===== src/rtl/crc_pkg.sv =====
// Shared constants and types for the nibble-wide CRC-16 (0x1021) datapath.
// Latency: n/a (package).
// Backpressure: n/a (package).
package crc_pkg;

  localparam int NIB_W   = 4;
  localparam int CRC16_W = 16;

  typedef logic [NIB_W-1:0]   nib_t;
  typedef logic [CRC16_W-1:0] crc16_t;

  localparam crc16_t CRC16_POLY    = 16'h1021;
  // Register value after clocking in a frame together with its own CRC.
  localparam crc16_t CRC16_RESIDUE = 16'h0000;

endpackage


===== src/rtl/crc16_nib_step.sv =====
// One nibble step of CRC-16/0x1021, MSB-first (data bit 3 enters first).
// Latency: purely combinational.
// Backpressure: none; ports: data (nibble in), crc (current state), crc_next (next state).
module crc16_nib_step
  import crc_pkg::*;
(
  input  nib_t   data,
  input  crc16_t crc,
  output crc16_t crc_next
);

  // The four feedback bits are independent: a feedback injected at bit 12
  // reaches bit 15 only after the fourth shift, so it never feeds back
  // within the same nibble. crc_next = (crc << 4) ^ f*0x1021.
  logic [3:0] f;

  always_comb begin
    f              = data ^ crc[15:12];
    crc_next       = '0;
    crc_next[3:0]  = f;
    crc_next[4]    = crc[0];
    crc_next[8:5]  = crc[4:1] ^ f;
    crc_next[11:9] = crc[7:5];
    crc_next[15:12] = crc[11:8] ^ f;
  end

endmodule


===== config.mk =====
export PLATFORM = sky130hd
export DESIGN_NAME = crc16_nib_step
export DESIGN_NICKNAME = d
export VERILOG_FILES = /design/src/rtl/crc_pkg.sv /design/src/rtl/crc16_nib_step.sv
export SDC_FILE = /design/constraint.sdc
export NUM_CORES = 1
export LEC_CHECK = 0
export BUFFER_PORTS_ARGS = -buffer_cell sky130_fd_sc_hd__buf_2
export CAP_MARGIN = 40
export CORE_AREA = 2 2 39 41
export DETAILED_ROUTE_END_ITERATION = 8
export DIE_AREA = 0 0 41 43
export PLACE_DENSITY = 0.63
export RECOVER_POWER = 25
export SYNTH_ARGS = -nofsm -noshare
export SYNTH_HDL_FRONTEND = slang
export SYNTH_SLANG_ARGS = --single-unit
export TNS_END_PERCENT = 10

===== constraint.sdc =====
create_clock -name vclk -period 0.8
set_input_delay 0.04 -clock vclk [all_inputs]
set_output_delay 0.04 -clock vclk [all_outputs]
set_load 0.05 [all_outputs]

==> impl.org, run 1 <==
** Run status
- Result of the run :: finished, final reports clean

** Route
- Initial DRT Pass Iterations :: 2
- For this run, design rule violations remaining after detail routing come to 0.
- The detailed router placed 220 vias in this run.
- After detailed routing, the total wire length is 629 µm.
- After detailed routing, the average wire length per cell comes to 10.8 µm.
- Once detail routing completed, the nets flagged for antenna violations numbered 0.
- DR vias/cell :: 3.79
- For this block, the initial DRC count from the detailed router was 1.

** Placement
- RePlAce Congestion :: 0.581
- DP Area :: 408 µm²
- Placement Setup Slack :: -0.0243 ns
- Counting tap cells, the placed design contains a total of 58 instances.
- During placement, the flow inserted port buffers numbering 28.

** Critical path
- Cell type of the slowest stage on the worst timing path :: sky130_fd_sc_hd__xor3_1
- The critical path is of the in2out type.
- Worst setup path end :: crc_next[15]
- Arrival time worst endpoint :: 0.75 ns
- Critical path capture point type :: output port
- Critical path launch point type :: input port
- Crit-path cells :: buf_2 -> xor3_1 -> buf_4
- Delay of the slowest cell on the worst path :: 0.40 ns
- The most critical setup path has its startpoint at crc[15].
- Required time at the worst-slack endpoint :: ~0.76 ns
- In this run the worst path has a maximum fanout of 3.

** GRT
- Vias in the first global route :: 201
- Global-route wire length before repair :: 828 µm
- Overflow left after global routing :: 0
- Initial antenna violation count :: 0
- Largest net degree at the start of global routing :: 4
- GRT Resource Usage Total :: 0.0655

** Logic synthesis
- The share of synthesized area in the top cell type comes to 0.745.
- Counting every net in the synthesized netlist gives 36.
- After synthesis the cells add up to 255 µm².
- Dominant cell type by area after synthesis :: sky130_fd_sc_hd__xor3_1
- During synthesis, Yosys emitted a total of 0 warnings.
- Portion of the post-synthesis area used by sequential elements :: 0
- By area the synthesized netlist is led by sky130_fd_sc_hd__xor3_1 (75%), sky130_fd_sc_hd__xor2_1 (14%), sky130_fd_sc_hd__buf_4 (12%).
- Counting every instance in the synthesized netlist gives 16.
- A synthesized cell averages 16.0 µm².
- The synthesized netlist contains 3 unique library cells.
- Yosys instantiated no cell more often than sky130_fd_sc_hd__xor3_1.
- By count the netlist is led by sky130_fd_sc_hd__xor3_1 (8), sky130_fd_sc_hd__buf_4 (4), sky130_fd_sc_hd__xor2_1 (4).

** Floorplan
- Pin placement for this block handled 36 I/O pins.
- Die outline width :: 41 µm
- The initial utilization of the core area, before any placement, comes to 0.184.
- Row generation in the floorplan step produced 14 rows.
- The floorplan step set the die height to roughly 43 µm.
- After floorplanning, the core was sized to cover 0.00138 mm².
- The floorplan step defined a die boundary enclosing 0.00176 mm².

** Power and ir drop
- Summed over all cells, the static leakage comes to 0.276 nW.
- Share of total power in sequential cells :: 0
- Of the total power, the clock network draws 0.
- Reported net switching power :: 0.398 mW
- Internal power comes to 0.270 mW.
- Net switching share of the total power :: 0.596
- Of the total power, combinational logic draws 1.000.
- Across the VDD grid, the largest voltage drop is 615 µV.
- Power Density :: 1470 mW/mm²
- Power comes to 0.668 mW.

** Timing
- Setup violations remaining at the end of the flow were counted as 0.
- Timing-limited maximum frequency :: 1260 MHz
- Measured slew at the worst slew-check pin :: 0.253 ns
- The worst path needs approximately 0.79 ns of the cycle, external delays included.
- Final hold violations :: 0
- RSZ-0062 raised after global routing :: yes
- The max-slew violation count came to 0.
- In the finished design, the share of the clock period the worst path needs comes to 0.989.
- Final Worst Setup Slack :: 0.00919 ns
- Max-slew headroom :: 0.832

** Final layout
- Final instance area :: 454 µm²
- FFs & Latches :: 0
- Of the cells placed in the final design, the portion with a size suffix greater than 1 is 0.738.
- The count of cells in the finished layout, fillers not included, comes to between 50 and 60.
- Final nets :: 64
- The area growth from synthesis to layout is 77.9%.
- The repair_antennas step left the layout with diodes totalling 0.
- Clock buffers in the final layout number 0.
- For this run, the share of the core covered by cells in the final layout is 0.328.
- Filler cells :: 142
- Total area of sequential cells :: 0 µm²

** CTS
- The number of setup buffers added after CTS is 0.

** Job
- The tool flagged a number of max-cap violations equal to 0.

** Worst hold path
- Class of the most critical hold timing path :: in2out
- The startpoint identified for the worst hold timing path is crc[5].
-- cell usage in the layout, fill, tap and decap left out --
| cell | n |
|---|---|
| sky130_fd_sc_hd__buf_2 | 20 |
| sky130_fd_sc_hd__buf_6 | 7 |
| sky130_fd_sc_hd__xor3_1 | 8 |
| sky130_fd_sc_hd__buf_4 | 3 |
| sky130_fd_sc_hd__xor2_1 | 3 |
| sky130_fd_sc_hd__xor2_2 | 1 |
-- per-layer routing --
| metal | track usage | routed length, µm | vias up |
|---|---|---|---|
| met5 | 0 | 0 | - |
| met4 | 0.00667 | 5 | 0 |
| met3 | 0.0157 | 136 | 2 |
| met2 | 0.141 | 339 | 21 |
| met1 | 0.0521 | 148 | 94 |
| li1 | - | - | 103 |
-- worst max-delay path, delay by kind of cell --
kind / cells / cell delay [ns]
buffers and inverters: 2 / 0.31
xor gates and xnor gates: 1 / 0.40
-- timing repair --
item | 4_1_cts | 5_1_grt
hold buffers | 0 | 0
endpoints found under the setup margin | 8 | 7
resized for setup | 8 | 7
hold endpoints to repair | 0 | 0
-- power groups by stage --
stage / combinational [mW] / clock (mW) / sequential (mW)
floorplan: 0.495 / 0 / 0
global placement: 0.581 / 0 / 0
detailed placement: 0.583 / 0 / 0
CTS: 0.626 / 0 / 0
global route: 0.697 / 0 / 0
finish: 0.668 / 0 / 0
-- worst min-delay path by stage --
stage               cells after the start            to
detailed placement                      0  crc_next[11]
floorplan                               1  crc_next[10]
global route                            0   crc_next[9]
global placement                        0  crc_next[11]
finish                                  0   crc_next[9]
CTS                                     0  crc_next[11]
-- cell type report --
class / instances / area (µm²) / share of cell area
timing repair buffer: 30 / 201 / 0.444
tap: 16 / 20.0 / 0.0441
multi-input combinational: 12 / 233 / 0.512
-- kinds of logic (layout without fill, tap and decap cells) --
family                 Yosys count  in the layout  share of synthesized area
XOR/XNOR                        12             12                      0.882
buffers and inverters            4             30                      0.118
-- metrics by stage --
stage               hold WS (ns)  setup TNS, ns
floorplan                  0.247         -0.111
global placement          0.0803         -0.105
detailed placement        0.0803         -0.117
CTS                       0.0803              0
global route              0.0801       -0.00314
finish                    0.0800              0
No activity file was read; power rests on OpenSTA's default activity.
==> run 2: changes to the inputs <==
Settings changed: PLACE_DENSITY 0.63 to 0.61.
Clock period 0.8 ns to 1 ns, I/O delays scaled along.
==> run 2 against run 1 <==
Net effect: utilization down 5.0 points; count of clock-buffer cells in the layout did not move; final area down 15%; die area unchanged; critical path type unchanged.
==> impl.org, run 2 (synthesized netlist as in run 1, its figures left out) <==
** Timing
- After layout, the worst setup slack is between 0.15 and 0.2 ns.
- The tightest hold path in the finished design has a slack of 0.100 ns.
- Headroom to the max-slew limit came out at 0.833.
- Setup total negative slack on the finished layout was measured at 0 ns.
- Setup repair after global routing left no endpoint under its margin.
- Setup violations remaining at the end of the flow were counted as 0.
- Measured slew at the worst slew-check pin :: 0.252 ns
- The max-slew violation count was 0.
- Final hold violations :: 0
- The clock period could shrink to between 0.8 and 0.9 ns.
- Timing-limited maximum frequency :: 1180 MHz
- In the finished design, the share of the clock period the worst path needs comes to 0.847.

** Final layout
- Final nets :: 62
- The top cell types in the final layout, fill and taps aside, are sky130_fd_sc_hd__buf_2 (28), sky130_fd_sc_hd__xor3_1 (8), sky130_fd_sc_hd__xor2_1 (4).
- Number of inserted diodes :: 0
- Share of post-route cells with drive strength above 1 :: 0.700
- Summing all multi-input logic gate instances after layout gives 225 µm².
- Measured on the finished design, the core utilization comes to 0.278.
- Total area of sequential cells :: 0 µm²
- Area growth from synthesis to final layout :: 51.0%
- In the finished layout, the clock tree contains a buffer count of 0.
- Fill cells in the final layout number 149.
- FFs & Latches :: 0
- The library cell used most frequently in the layout, excluding fill and tap cells, is sky130_fd_sc_hd__buf_2.

** Worst hold path
- In this run the worst hold path is classified as in2out.
- The startpoint identified for the worst hold timing path is crc[5].
- The path with the worst hold slack has its endpoint at crc_next[9].
- Worst hold stages :: 0

** Job
- Max-cap violations in this run came to 0.

** Power and ir drop
- The share of total power dissipated in combinational logic is 1.000.
- Of the total power, the clock network draws 0.
- Reported net switching power :: 0.303 mW
- Across the VDD grid, the largest voltage drop is 451 µV.
- The internal power of the cells totals approximately 0.15 mW.
- Of the total power, registers draw 0.
- Power Density :: 1180 mW/mm²
- For this design the static power due to leakage is 0.249 nW.
- Of the total power, the share spent switching nets is 0.667.

** Floorplan
- The core region is between 0.001 and 0.0015 mm².
- During I/O placement, the number of pins put on the boundary was 36.
- Initial core utilization :: 0.184
- From left edge to right edge, the die measures 41 µm.
- Die span in y :: 43 µm
- Number of placement rows :: 14
- Floorplan die area :: 0.00176 mm²

** Route
- For this run, the detailed router's first-pass iteration total came to 1.
- Post-route DRC :: 0
- Via count :: 208
- Antenna Violating Nets Remaining :: 0
- Number of DRC markers after the initial detailed-route iteration :: 0
- Total wirelength of the detailed-routed design :: 549 µm
- In the final routed layout, each cell accounts on average for 9.80 µm.
- DR vias/cell :: about 3.7

** GRT
- Global-route wire length before repair :: 683 µm
- The initial antenna violation count was 0.
- For met3 alone, demand over resource in global routing was 0.0105.
- For this run, global-route usage on met1 was measured as 0.0621.
- Entering global routing, the biggest net connects 4 pins.
- GRT Resource Usage Total :: 0.0545
- In this run the most used layer during global routing was met2.
- The number of global-route vias before repair is around 160.
- For this run, global-route usage on met2 was measured as 0.0969.
- Overflow left after global routing :: 0

** Placement
- Before CTS, the worst setup slack after placement is 0.144 ns.
- In this run the tool buffered the top-level ports with 28 buffer cells.
- Routability-driven placement finished with a final weighted congestion of ~0.60.

** Critical path
- Data on the critical path arrives at its endpoint at 0.80 ns.
- Maximum net fanout on the critical path :: 3
- STA puts the critical path data required time at 0.95 ns.
- Worst setup path class :: in2out
- Critical path launch point type :: input port
- STA classifies the critical path endpoint as an output port.

** Run status
- The flow ran to the end, and the final reports show no timing, DRC or antenna violations.

** CTS
- After clock tree synthesis, the flow added hold-fix buffers numbering 0.
- Post-cts resize count :: 0
- Setup Buffers After CTS :: 0
## run 2: cell types whose count changed in the layout (fill, tap and decap cells not counted), sizes merged
cell,change
buf,-2
## run 2: worst max path at each step
stage                     cells after the start           to  startpoint  slack (ns)
after floorplan                               1  crc_next[0]     crc[12]        0.14
after global placement                        3  crc_next[8]     crc[15]        0.16
after detailed placement                      3  crc_next[7]     crc[14]        0.14
after CTS                                     3  crc_next[7]     crc[14]        0.14
after global routing                          3  crc_next[8]     crc[15]        0.11
final                                         3  crc_next[8]     crc[15]        0.15
## run 2: critical path, cell delays in order
cell and delay [ns]:
sky130_fd_sc_hd__buf_2 0.12, sky130_fd_sc_hd__xor3_1 0.36, sky130_fd_sc_hd__buf_2 0.26
## run 2: final cells by class
class / count / area share
multi-input cells: 12 / 0.584
repair buffers: 28 / 0.364
well taps: 16 / 0.0519
## run 2: metal layers
layer  vias up  wire length [µm]
li1        100                 -
met1        85               186
met2        21               232
met3         2               120
met4         0                10
met5         -                 0
## run 2: stage by stage
step           instance area (µm²)  instances  power, mW
5_1_grt                        385         56      0.474
3_3_place_gp                   385         56      0.455
2_1_floorplan                  255         16      0.395
6_report                       385         56      0.455
4_1_cts                        385         56      0.460
3_5_place_dp                   385         56      0.458
## run 2: power groups by stage
stage	clock (mW)	sequential, mW	combinational [mW]
after detailed placement	0	0	0.458
after CTS	0	0	0.460
after global placement	0	0	0.455
final	0	0	0.455
after global routing	0	0	0.474
after floorplan	0	0	0.395
==> run 3: changes to the inputs <==
Settings changed: ABC_AREA set to 1, PLACE_DENSITY 0.61 to 0.63.
Clock period 1 ns to 0.8 ns, I/O delays scaled along.
==> run 3 against run 2 <==
Net effect: cell count is 86% higher; largest power group unchanged; non-clock buffer count stayed put; critical path depth is 3 higher; global-route usage is 2.6 points higher; area after synthesis is 7.8% higher; worst hold slack worse by 0.020 ns; flip-flop and latch count stayed put; count of clock-buffer cells in the layout stayed put; combinational power is 10% lower; utilization is 1.4 points higher; final area is 5.2% higher; die area stayed put.
==> impl.org, run 3 <==
** Floorplan
- Initial core utilization :: 0.199
- Row generation in the floorplan step produced 14 rows.
- The die covers 0.00176 mm².
- In this run the vertical extent of the chip is approximately 43 µm.
- Floorplan Core Area :: 0.00138 mm²
- The floorplan step set the die width to 41 µm.
- In this run the count of I/O pins placed on the die edge is 36.

** Power and ir drop
- Relative contribution of the clock network to total power :: 0
- For this design the ratio of total power to cell area is between 1000 and 1500 mW/mm².
- Maximum vdd ir drop :: 314 µV
- In this run the power spent charging and discharging nets is about 0.3 mW.
- Net switching share of the total power :: 0.740
- Cell leakage power :: 0.317 nW
- Of the total power, combinational logic draws 1.000.
- Internal :: 0.106 mW
- Total chip power :: 0.409 mW
- Share of total power in sequential cells :: 0

** CTS
- Post-cts resize count :: 0
- After clock tree synthesis, the flow added hold-fix buffers numbering 0.
- Buffers added to address setup during post-CTS repair amount to 0.

** Placement
- Prior to clock tree synthesis, the placed netlist has a worst setup slack of around 0.09 ns.
- DP Area :: 405 µm²
- Half-perimeter wire length after detailed placement :: 673 µm
- RePlAce Congestion :: ~0.65
- Buffers added on ports :: 28
- Post-Place Cells :: about 100

** Final layout
- Fill cells in the final layout number about 160.
- FFs & Latches :: 0
- Number of clock buffer instances in the layout :: 0
- Summing all multi-input logic gate instances after layout gives 185 µm².
- From synthesis to final layout, the design area changed by 47.3%.
- Final nets :: 110
- Of the cells placed in the final design, the portion with a size suffix greater than 1 is 0.318.
- The finished layout holds between 100 and 150 standard cells, fillers aside.
- Across the whole layout, storage elements account for 0 µm².
- Most frequent cells in the layout :: sky130_fd_sc_hd__nand2_1 (28), sky130_fd_sc_hd__buf_2 (28), sky130_fd_sc_hd__inv_1 (16), sky130_fd_sc_hd__nand3_1 (16)
- The number of antenna diodes in the final layout is 0.
- Summing all non-filler instances in the final layout gives an area of between 400 and 500 µm².

** Route
- Dividing the detail-routed wire length by the instance count gives 6.83 µm.
- Initial DRT Pass Iterations :: 2
- DR vias/cell :: 4.17
- Total wirelength of the detailed-routed design :: 710 µm
- Once detail routing completed, the nets flagged for antenna violations numbered 0.
- Number of DRC markers after the initial detailed-route iteration :: 3
- Via count :: 434
- After detailed routing, the number of remaining DRC violations is 0.

** GRT
- Largest net degree at the start of global routing :: 4
- After global routing the overflow that remains totals 0.
- For this run, the total global-route usage over all layers was measured as 0.0809.
- Vias in the first global route :: between 300 and 400
- The initial antenna violation count is 0.
- Global-route wire length before repair :: 1100 µm

** Logic synthesis
- Portion of the post-synthesis area used by sequential elements :: 0
- Synthesis produced a netlist with a net count of 84.
- Syn Std Cell Area :: 275 µm²
- By area the synthesized netlist is led by sky130_fd_sc_hd__nand2_1 (38%), sky130_fd_sc_hd__nand3_1 (29%), sky130_fd_sc_hd__inv_1 (22%).
- Each instance of the synthesized netlist takes up on average roughly 4.3 µm².
- Syn. warnings :: 0
- Post-Synthesis Cells :: 64
- Yosys instantiated no cell more often than sky130_fd_sc_hd__nand2_1.
- Of all cell types, the one taking the most synthesized area is sky130_fd_sc_hd__nand2_1.
- Of the post-synthesis cell area, the dominant cell type holds 0.382.
- By count the netlist is led by sky130_fd_sc_hd__nand2_1 (28), sky130_fd_sc_hd__inv_1 (16), sky130_fd_sc_hd__nand3_1 (16).
- After synthesis, the netlist uses 4 different library cells.

** Timing
- The number of hold-slack violations in the final timing report is 0.
- Measured slew at the worst slew-check pin :: roughly 0.25 ns
- Summed over all failing endpoints, the final setup total negative slack is 0 ns.
- Setup violations remaining at the end of the flow were counted as 0.
- Min Clock Period, post-route :: 0.707 ns
- Dividing the final minimum period by the clock period gives 0.884.
- The worst path meets setup with 0.0928 ns of slack.
- Timing-limited maximum frequency :: 1410 MHz
- The max-slew violation count came to 0.
- Max-slew headroom :: 0.832
- RSZ-0062 raised after global routing :: no

** Critical path
- Maximum net fanout on the critical path :: 3
- STA classifies the critical path endpoint as an output port.
- Critical path launch point type :: input port
- The critical path starts at data[2].
- Worst setup path end :: crc_next[14]
- At the worst endpoint, the arrival time is 0.67 ns.
- STA puts the critical path data required time at 0.76 ns.
- The critical path is of the in2out type.

** Run status
- The flow ran to the end, and the final reports show no timing, DRC or antenna violations.

** Job
- Max Cap Violations :: 0

** Worst hold path
- The path class of the tightest hold or removal check is in2out.
## run 3: changes by cell type after synthesis, sizes merged
cell   change
nand3     +16
inv       +16
nand2     +28
xor2       -4
xor3       -8
## run 3: cell type report
cell class / count / area share
inverters: 16 / 0.148
repair buffers: 28 / 0.346
well taps: 16 / 0.0494
multi-input cells: 44 / 0.457
## run 3: worst min-delay path by stage
stage / start / to / cells after the start
CTS: crc[0] / crc_next[4] / 0
finish: crc[0] / crc_next[4] / 0
global route: crc[5] / crc_next[9] / 0
global placement: crc[0] / crc_next[4] / 0
floorplan: crc[6] / crc_next[10] / 1
detailed placement: crc[0] / crc_next[4] / 0
## run 3: power by group through the flow
stage / Clock [mW] / Sequential (mW) / Combinational, mW
2_1_floorplan: 0 / 0 / 0.352
3_3_place_gp: 0 / 0 / 0.407
5_1_grt: 0 / 0 / 0.443
3_5_place_dp: 0 / 0 / 0.411
6_report: 0 / 0 / 0.409
4_1_cts: 0 / 0 / 0.412
## run 3: worst max-delay path: stages
cell and delay, ns:
sky130_fd_sc_hd__buf_2 0.10, sky130_fd_sc_hd__inv_1 0.05, sky130_fd_sc_hd__nand2_1 0.09, sky130_fd_sc_hd__nand3_1 0.08
sky130_fd_sc_hd__nand2_1 0.06, sky130_fd_sc_hd__buf_2 0.25
## run 3: metrics by stage
stage / utilization / hold WS, ns
floorplan: - / 0.247
global placement: 0.293 / 0.0803
global route: 0.293 / 0.0801
finish: 0.293 / 0.0801
CTS: 0.293 / 0.0803
detailed placement: 0.293 / 0.0803
## run 3: metal layers
| metal | routed length (µm) | vias to the layer above | GRT usage |
|---|---|---|---|
| met4 | 0 | 0 | 0 |
| met1 | 271 | 176 | 0.0823 |
| met3 | 72 | 0 | 0 |
| li1 | - | 237 | - |
| met5 | 0 | - | 0 |
| met2 | 366 | 21 | 0.172 |
## run 3: cell families (layout without fill, tap and decap cells)
family | Yosys count | count (layout) | synth area share
buffers and inverters | 20 | 44 | 0.327
and+or+nand+nor | 44 | 44 | 0.673
